## src/rtl/net_activity.sv

```systemverilog
`timescale 1ns/1ps
`default_nettype none
// ============================================================================
// Module      : net_activity
// Description : Per-link Ethernet LED driver. A shared prescaler produces a
//               slow timebase tick. Each link has a link-stable qualifier
//               that drives the link LED, and a blink sequencer that turns
//               packet strobes into visible activity flashes with a forced
//               dark gap between flashes.
// Revision    : 1.0 - initial release
// ----------------------------------------------------------------------------
// Ports
//   i_clk       in   1       sole clock, rising edge
//   i_reset_n   in   1       asynchronous active-low reset
//   i_link_up   in   NLINKS  per-link PHY/PCS link status (synchronous)
//   i_rx_valid  in   NLINKS  per-link receive-packet strobe (synchronous)
//   i_tx_valid  in   NLINKS  per-link transmit-packet strobe (synchronous)
//   o_linkup    out  NLINKS  registered link LED drive
//   o_activity  out  NLINKS  registered activity LED drive
// ============================================================================
module net_activity #(
    parameter int NLINKS      = 4,
    parameter int TICK_DIV    = 100000,
    parameter int ACT_ON      = 30,
    parameter int ACT_OFF     = 30,
    parameter int LINK_STABLE = 200
) (
    input  logic              i_clk,
    input  logic              i_reset_n,
    input  logic [NLINKS-1:0] i_link_up,
    input  logic [NLINKS-1:0] i_rx_valid,
    input  logic [NLINKS-1:0] i_tx_valid,
    output logic [NLINKS-1:0] o_linkup,
    output logic [NLINKS-1:0] o_activity
);

    // ------------------------------------------------------------------------
    // Constants
    // ------------------------------------------------------------------------
    localparam int PRESC_W = (TICK_DIV > 2) ? $clog2(TICK_DIV) : 1;

    localparam logic [PRESC_W-1:0] C_PRESC_LAST  = PRESC_W'(TICK_DIV - 1);
    localparam logic [7:0]         C_ACT_ON      = 8'(ACT_ON);
    localparam logic [7:0]         C_ACT_OFF     = 8'(ACT_OFF);
    localparam logic [7:0]         C_LINK_STABLE = 8'(LINK_STABLE);

    typedef enum logic [1:0] {
        ST_IDLE = 2'd0,
        ST_ON   = 2'd1,
        ST_OFF  = 2'd2
    } act_state_t;

    // ------------------------------------------------------------------------
    // Shared prescaler. The tick is the cycle whose rising edge wraps the
    // counter back to 0, so every per-link tick action happens on that same
    // edge. Out of reset the first wrap is on the TICK_DIV-th edge.
    // ------------------------------------------------------------------------
    logic [PRESC_W-1:0] presc_cnt;
    logic               tick;

    assign tick = (presc_cnt == C_PRESC_LAST);

    always_ff @(posedge i_clk or negedge i_reset_n) begin
        if (!i_reset_n) begin
            presc_cnt <= '0;
        end else if (tick) begin
            presc_cnt <= '0;
        end else begin
            presc_cnt <= presc_cnt + 1'b1;
        end
    end

    // ------------------------------------------------------------------------
    // Per-link logic. Links share nothing but the tick.
    // ------------------------------------------------------------------------
    for (genvar n = 0; n < NLINKS; n++) begin : g_link

        logic       pkt_event;
        logic [7:0] stable_cnt;
        logic       qual_next;
        logic       linkup_q;
        act_state_t state;
        logic [7:0] phase_cnt;
        logic       pending;
        logic       activity_q;

        // Events are sampled every cycle, not only on ticks.
        assign pkt_event = i_rx_valid[n] | i_tx_valid[n];

        // Value o_linkup will take on the next edge. Dropping i_link_up kills
        // it immediately, independent of the tick phase.
        assign qual_next = i_link_up[n] & (stable_cnt == C_LINK_STABLE);

        // Link qualifier: count ticks of continuous link-up, saturating.
        always_ff @(posedge i_clk or negedge i_reset_n) begin
            if (!i_reset_n) begin
                stable_cnt <= '0;
                linkup_q   <= 1'b0;
            end else begin
                if (!i_link_up[n]) begin
                    stable_cnt <= '0;
                end else if (tick && (stable_cnt != C_LINK_STABLE)) begin
                    stable_cnt <= stable_cnt + 8'd1;
                end
                linkup_q <= qual_next;
            end
        end

        // Activity blink sequencer. It is gated by qual_next rather than the
        // registered link LED so that a link drop clears both LEDs on the
        // same edge. Entry from IDLE still requires the link LED to already
        // be lit.
        always_ff @(posedge i_clk or negedge i_reset_n) begin
            if (!i_reset_n) begin
                state      <= ST_IDLE;
                phase_cnt  <= '0;
                pending    <= 1'b0;
                activity_q <= 1'b0;
            end else if (!qual_next) begin
                state      <= ST_IDLE;
                phase_cnt  <= '0;
                pending    <= 1'b0;
                activity_q <= 1'b0;
            end else begin
                case (state)
                    ST_IDLE: begin
                        if (pkt_event && linkup_q) begin
                            state      <= ST_ON;
                            phase_cnt  <= '0;
                            activity_q <= 1'b1;
                        end
                    end

                    ST_ON: begin
                        if (pkt_event) begin
                            pending <= 1'b1;
                        end
                        if (tick) begin
                            if ((phase_cnt + 8'd1) == C_ACT_ON) begin
                                state      <= ST_OFF;
                                phase_cnt  <= '0;
                                activity_q <= 1'b0;
                            end else begin
                                phase_cnt <= phase_cnt + 8'd1;
                            end
                        end
                    end

                    ST_OFF: begin
                        if (tick && ((phase_cnt + 8'd1) == C_ACT_OFF)) begin
                            // An event landing on the exit tick counts as
                            // pending and starts the next flash directly.
                            phase_cnt <= '0;
                            pending   <= 1'b0;
                            if (pending || pkt_event) begin
                                state      <= ST_ON;
                                activity_q <= 1'b1;
                            end else begin
                                state      <= ST_IDLE;
                                activity_q <= 1'b0;
                            end
                        end else begin
                            if (pkt_event) begin
                                pending <= 1'b1;
                            end
                            if (tick) begin
                                phase_cnt <= phase_cnt + 8'd1;
                            end
                        end
                    end

                    default: begin
                        state      <= ST_IDLE;
                        phase_cnt  <= '0;
                        pending    <= 1'b0;
                        activity_q <= 1'b0;
                    end
                endcase
            end
        end

        assign o_linkup[n]   = linkup_q;
        assign o_activity[n] = activity_q;
    end

endmodule
`default_nettype wire

```

## config.mk

```make
export PLATFORM = sky130hd
export DESIGN_NAME = net_activity
export DESIGN_NICKNAME = d
export VERILOG_FILES = /design/src/rtl/net_activity.sv
export SDC_FILE = /design/constraint.sdc
export NUM_CORES = 1
export LEC_CHECK = 0
export BUFFER_PORTS_ARGS = -buffer_cell sky130_fd_sc_hd__buf_2
export CAP_MARGIN = 5
export CORE_ASPECT_RATIO = 1.75
export CORE_MARGIN = 4
export CORE_UTILIZATION = 35
export DETAILED_ROUTE_END_ITERATION = 8
export REMOVE_ABC_BUFFERS = 1
export SETUP_SLACK_MARGIN = 0.1
export SLEW_MARGIN = 25
export SYNTH_ARGS = -nofsm -noshare
export SYNTH_HDL_FRONTEND = slang
export SYNTH_SLANG_ARGS = --single-unit
export TNS_END_PERCENT = 1
```

## constraint.sdc

```tcl
create_clock -name i_clk -period 3 [get_ports i_clk]
set_input_delay 0.15 -clock i_clk [delete_from_list [all_inputs] [get_ports i_clk]]
set_output_delay 0.15 -clock i_clk [all_outputs]
set_load 0.02 [all_outputs]
```

Yosys cells after proc, flatten, opt, wreduce, memory -nomap -nowiden

Cells that the tools add are included.
Widths: inputs -> output; s select.

Memory bits (read-only): 0
Latch bits: 0
Flip-flop bits (word level): 101
Input bits: 14
Memories: 0
Output and inout port bits: 8
Word-level logic and storage cells: 228
RAM bits: 0

Equal/unequal tests: 49
Multiplexer cells: 109
$add $sub $neg: 9
Bitwise gates (word level): 8
Reduce and logical (&&, ||, !) cells: 28
$mul: 0
Div/mod/pow operators: 0
Order comparisons: 0
Shift operators: 0

Operator list:

| cell                  | count |
|---|---|
| $mux 8                | 32 |
| $pmux 8 s3            | 4 |
| $add 8x1->8 const B   | 8 |
| $ne 3x3->1 const B    | 16 |
| $mux 1                | 40 |
| $mux 2                | 20 |
| $eq 8x5->1 const B    | 4 |
| $eq 8x8->1 const B    | 4 |
| $ne 8x8->1 const B    | 4 |
| $pmux 1 s3            | 8 |
| $pmux 2 s3            | 4 |
| $add 17x1->17 const B | 1 |
| $eq 17x17->1 const B  | 1 |
| $mux 17               | 1 |
| $ne 4x4->1 const B    | 4 |
| $reduce_and 4->1      | 4 |
| $logic_and 1x1->1     | 12 |
| $reduce_and 3->1      | 4 |
| $eq 2x1->1 const B    | 4 |
| $eq 2x2->1 const B    | 4 |
| $logic_not 2->1       | 4 |
| $ne 2x1->1 const B    | 4 |
| $ne 2x2->1 const B    | 4 |
| $and 1x1->1           | 4 |
| other kinds (2)       | 8 |

Longest topological paths before layout

Depth after elaboration: 6
Depth in mapped cells: 10
Mapped depth without buffers: 10

Worst setup path after synthesis

OpenSTA, ideal clock, no wires.

Path type: register to register
From: register presc_cnt[12]
To: register g_link[1].phase_cnt[5]
Slack: 0.604 ns
Path buffers: 0
Stages on the path, launching flop included: 7
Data arrival time: 2.332 ns
Library setup time: 0.064 ns
Data required time: 2.936 ns
Clock period less this slack: 2.396 ns
Path through: dfrtp_1 -> or4b_4 -> nor4_4 -> nand2_2 -> a2111oi_4 -> nor3b_1 -> a21o_1

Longest elaborated chain between the ends: 5
Elaborated cells on any way between the ends: 8
Classes of those cells: eq/ne (3); mux (3); reduce/logical (2)

Ends and longest elaborated chain:

| element                  | RTL line | RTL |
|---|---|---|
| start: declaration       | 58       | `logic [PRESC_W-1:0] presc_cnt;` |
| start signal: assignment | 69       | `presc_cnt <= presc_cnt + 1'b1;` |
| $eq 17x17->1 (*)         | 61       | `assign tick = (presc_cnt == C_PRESC_LAST);` |
| $logic_and 1x1->1        | 150      | `if (tick && ((phase_cnt + 8'd1) == C_ACT_OFF)) begin` |
| $mux 8                   | 150      |  |
| $pmux 8 s3               | 125      | `case (state)` |
| $mux 8                   | 119      | `end else if (!qual_next) begin` |
| end signal: assignment   | 144      | `phase_cnt <= phase_cnt + 8'd1;` |
| end signal: assignment   | 167      | `phase_cnt <= phase_cnt + 8'd1;` |
| end: declaration         | 83       | `logic [7:0] phase_cnt;` |

Every way passes the cells marked *; elsewhere a longest branch is shown, timed or not.
A chain may end at the register's enable or synchronous reset.

Final worst setup path

From: register g_link[0].phase_cnt[0]
To: register g_link[0].state[0]

Longest elaborated chain between the ends: 5
Elaborated cells on any way between the ends: 6
Classes of those cells: add/sub (1); eq/ne (3); reduce/logical (2)

Ends and longest elaborated chain:

| element                        | RTL line | RTL |
|---|---|---|
| start: declaration             | 83       |  |
| start signal: assignment       | 144      |  |
| start signal: assignment       | 167      |  |
| $add 8x1->8 (*)                | 139, 150 |  |
| $eq 8x5->1 (*)                 | 139, 150 |  |
| $logic_and 1x1->1              | 150      |  |
| $ne 3x3->1 (no line)           | --       |  |
| $reduce_and 4->1 (no line) (*) | --       |  |
| end signal: assignment         | 140      | `state <= ST_OFF;` |
| end signal: assignment         | 156      | `state <= ST_ON;` |
| end signal: assignment         | 159      | `state <= ST_IDLE;` |
| end: declaration               | 82       | `act_state_t state;` |

Marks and branches as above.

==> impl_metrics.toml <==
[outcome]
status = "completed"

[synthesis]
synth_area_mm2 = 0.006071
synth_edf_count = 0
yosysWarnings = 0
synth_cell_type_count = 58
synth_top_area_share_pct = 41.63
synth_area_leaders = "dfrtp_1 (42%), ha_1 (7.6%), nand2_1 (4.3%), o21ai_0 (3.7%), xnor2_1 (3.3%)"
syn_area_per_cell_um2 = 9.240
synth_top_area_cell = "dfrtp_1"
synthFlopType = "dfrtp_1"
yosysSeqAreaShare_pct = 41.63
synth-seq-cells = 101
async_reset_ff_share_pct = 100.0
netlist_instances = 657

[cts]
path_clk_slew_ps = 70
insertion_delay_ps = 350
cts_buffers = 9
cts_tree = "yes"
clkSinkCount = 101
clock-root-buffer = "clkbuf_16"
h-tree-depth = 3
cts_buffer_depth = 2

[grt]
grt_pass1_wl_um = 22110
grtUsageTotal_pct = 13.49
grt_pass1_vias = 4905
grt_max_degree = 61
grt_overflow = 0
antenna_found_initial = 0

[timing]
relSlewSlack_pct = 46.89
setup_viol = 0
tns_ps = 0
setup_slack_ps = 277.0
rsz0062_at_grt = "no"
worst_pin_slew_ps = 796.6
max_clock_freq_mhz = 367.2
drv_slew = 0
fin_crit_ps = 2723
fin_crit_sh_pct = 90.77
fin_skew_ps = 8.971
final_hold_viol_count = 0

[power_and_ir_drop]
p_int_mw = 2.030
swShare_pct = 22.44
power_density_mw_per_mm2 = 385.9
p_leak_nw = 3.046
share_comb_of_total_power_pct = 1.9
p_clk_share_pct = 46.1
power_frac_seq_pct = 52.0
power_mw = 2.618
p_switching_mw = 0.5874
irDropWorstVdd_uv = 271.2

[placement]
post_dp_cell_area_mm2 = 0.006457
hpwl_um = 9208
numPortBuffers = 21
gp_congestion = 0.8076
pre_cts_slack_ps = 293.2

[layout]
ff_latch_area_mm2 = 0.002527
layout.nets = 733
final_area_mm2 = 0.006783
multiInputGateArea_mm2 = 0.003321
layout_common_cells = "dfrtp_1 (101), nand2_1 (69), nor2_1 (49), o21ai_0 (45), inv_1 (38)"
drive_gt1_share_pct = 9.607
fill_cells = 1733
area_delta_synth_final_pct = 11.73
n_antenna_cell = 0
final_common_cell = "dfrtp_1"

[worst_hold_path]
hold_depth = 3
min_to = "g_link[1].state[1]"
holdCritStartpoint = "i_link_up[1]"
hold_class = "in2reg"

[worst_setup_path]
r2r_cells = 7
cp-start-kind = "flop"
slowest_stage = "a221oi_1"
r2r_end = "g_link[0].state[0]"
critPathBufInv = 0
critPathArrivalTime_ps = 2990
critPathMaxFanout = 8
crit_chain = "ha_1 > xnor2_1 > nand4_1 > a221oi_1 > a41oi_1 > or3_1 > a21oi_1"
critical_path_required_ps = 3270
cp_top_family = "compound AO/OA/AOI/OAI gates"
critPathKind = "reg2reg"
r2r_start = "g_link[0].phase_cnt[0]"
max_stage_delay_ps = 660
end_kind = "flop"
reg2reg_setup_slack_ps = 280

[die]
dieWidth_um = 107.6
fp-row-count = 63
start_util_pct = 35.66
ios = 22
die_area_mm2 = 0.01960
die_h_um = 182.2
core_area_mm2 = 0.01703

[routing]
first_pass_iters = 4
viasPerCell = 5.247
wire_per_inst_um = 13.58
drc = 0
drtIter0Drc = 206
route.vias.total = 4796
wirelength_um = 12410
ant_nets = 0

[job]
drv_cap = 0
sequential cells by signal, indices dropped and copies added, names as in the netlist:
register           cells
g_link.activity_q      4
presc_cnt             17
g_link.phase_cnt      32
g_link.stable_cnt     32
g_link.pending         4
g_link.state           8
g_link.linkup_q        4
cell usage after synthesis, types with 4 or more instances:
| master | instances |
|---|---|
| a211oi_1 | 4 |
| a21boi_0 | 4 |
| a21o_1 | 4 |
| a21oi_1 | 21 |
| a22o_1 | 6 |
| a31oi_1 | 9 |
| and2_1 | 18 |
| and3_1 | 15 |
| and4_1 | 5 |
| buf_4 | 8 |
| clkbuf_1 | 9 |
| dfrtp_1 | 101 |
| ha_1 | 37 |
| inv_1 | 38 |
| mux2i_1 | 9 |
| nand2_1 | 69 |
| nand3_1 | 30 |
| nand3b_1 | 8 |
| nand4_1 | 23 |
| nor2_1 | 49 |
| nor2b_1 | 7 |
| nor3_1 | 15 |
| nor3b_1 | 4 |
| o211ai_1 | 5 |
| o21ai_0 | 45 |
| o21ai_1 | 4 |
| or2_2 | 6 |
| or3_1 | 5 |
| or4_1 | 4 |
| xnor2_1 | 23 |
| xor2_1 | 21 |
metal layers:
metal	wire length (µm)	part of all wire, %	global-route usage [%]	up-vias
met5	0	0	0	-
met4	250	2.0	4.499	0
met3	278	2.2	2.301	18
met2	6708	54	24.58	55
met1	5173	42	15.73	2342
li1	-	-	-	2381
worst reg2reg max path, delay by kind of cell, from the launching register on:
| family | cells | cell delay (ps) |
|---|---|---|
| simple gates | 2 | 540 |
| flops | 1 | 450 |
| compound gates | 3 | 1170 |
| xor+xnor | 1 | 190 |
| fa+ha+maj | 1 | 290 |
worst max-delay path by stage:
| stage | startpoint | to | slack (ps) | cells past startpoint |
|---|---|---|---|---|
| after floorplan | presc_cnt[12] | g_link[0].phase_cnt[7] | 310 | 6 |
| after global placement | presc_cnt[12] | g_link[0].phase_cnt[7] | 390 | 7 |
| after detailed placement | g_link[0].phase_cnt[0] | g_link[0].state[0] | 290 | 7 |
| after CTS | g_link[0].phase_cnt[0] | g_link[0].state[0] | 290 | 7 |
| after global routing | g_link[0].phase_cnt[0] | g_link[0].state[0] | 110 | 7 |
| final | g_link[0].phase_cnt[0] | g_link[0].state[0] | 280 | 7 |
cell families after synthesis:
kind of cell | Yosys count | synth area share (%)
multiplexers | 12 | 2.040
XOR/XNOR | 44 | 6.348
adder cells (fa/ha/maj) | 37 | 7.626
AND/OR/NAND/NOR | 278 | 24.53
AO/OA/AOI/OAI | 129 | 13.85
buffers and inverters | 56 | 3.978
flip-flops | 101 | 41.63
power by group through the flow:
stage               sequential (mW)  clock [mW]  combinational, mW
CTS                            1.36        1.24             0.0543
floorplan                      1.39           0            0.00514
global placement               1.39           0             0.0510
detailed placement             1.39           0             0.0527
global route                   1.36        1.29             0.0593
finish                         1.36        1.21             0.0504
metrics by stage:
stage                     hold slack, ps  util (%)  cells
after floorplan                   -145.6         -    639
after global placement             275.9     37.93    897
after detailed placement           293.0     37.93    897
after CTS                          94.57     39.76    914
after global routing               107.9     39.84    914
final                              111.0     39.84    914
layout make-up:
type / instances / share of cell area [%]
multi-input cells: 500 / 48.96
flip-flops and latches: 101 / 37.26
well taps: 227 / 4.187
clock buffers: 9 / 3.320
repair buffers: 32 / 3.025
inverters: 38 / 2.103
clock inverters: 7 / 1.144
timing repair:
item / 4_1_cts / 5_1_grt
buffers inserted: 0 / 0
setup endpoints to repair: 0 / 1
endpoints found under the hold margin: 59 / 0
resized for setup: 0 / 1
hold buffers: 1 / 0
No activity file was read; power rests on OpenSTA's default activity.
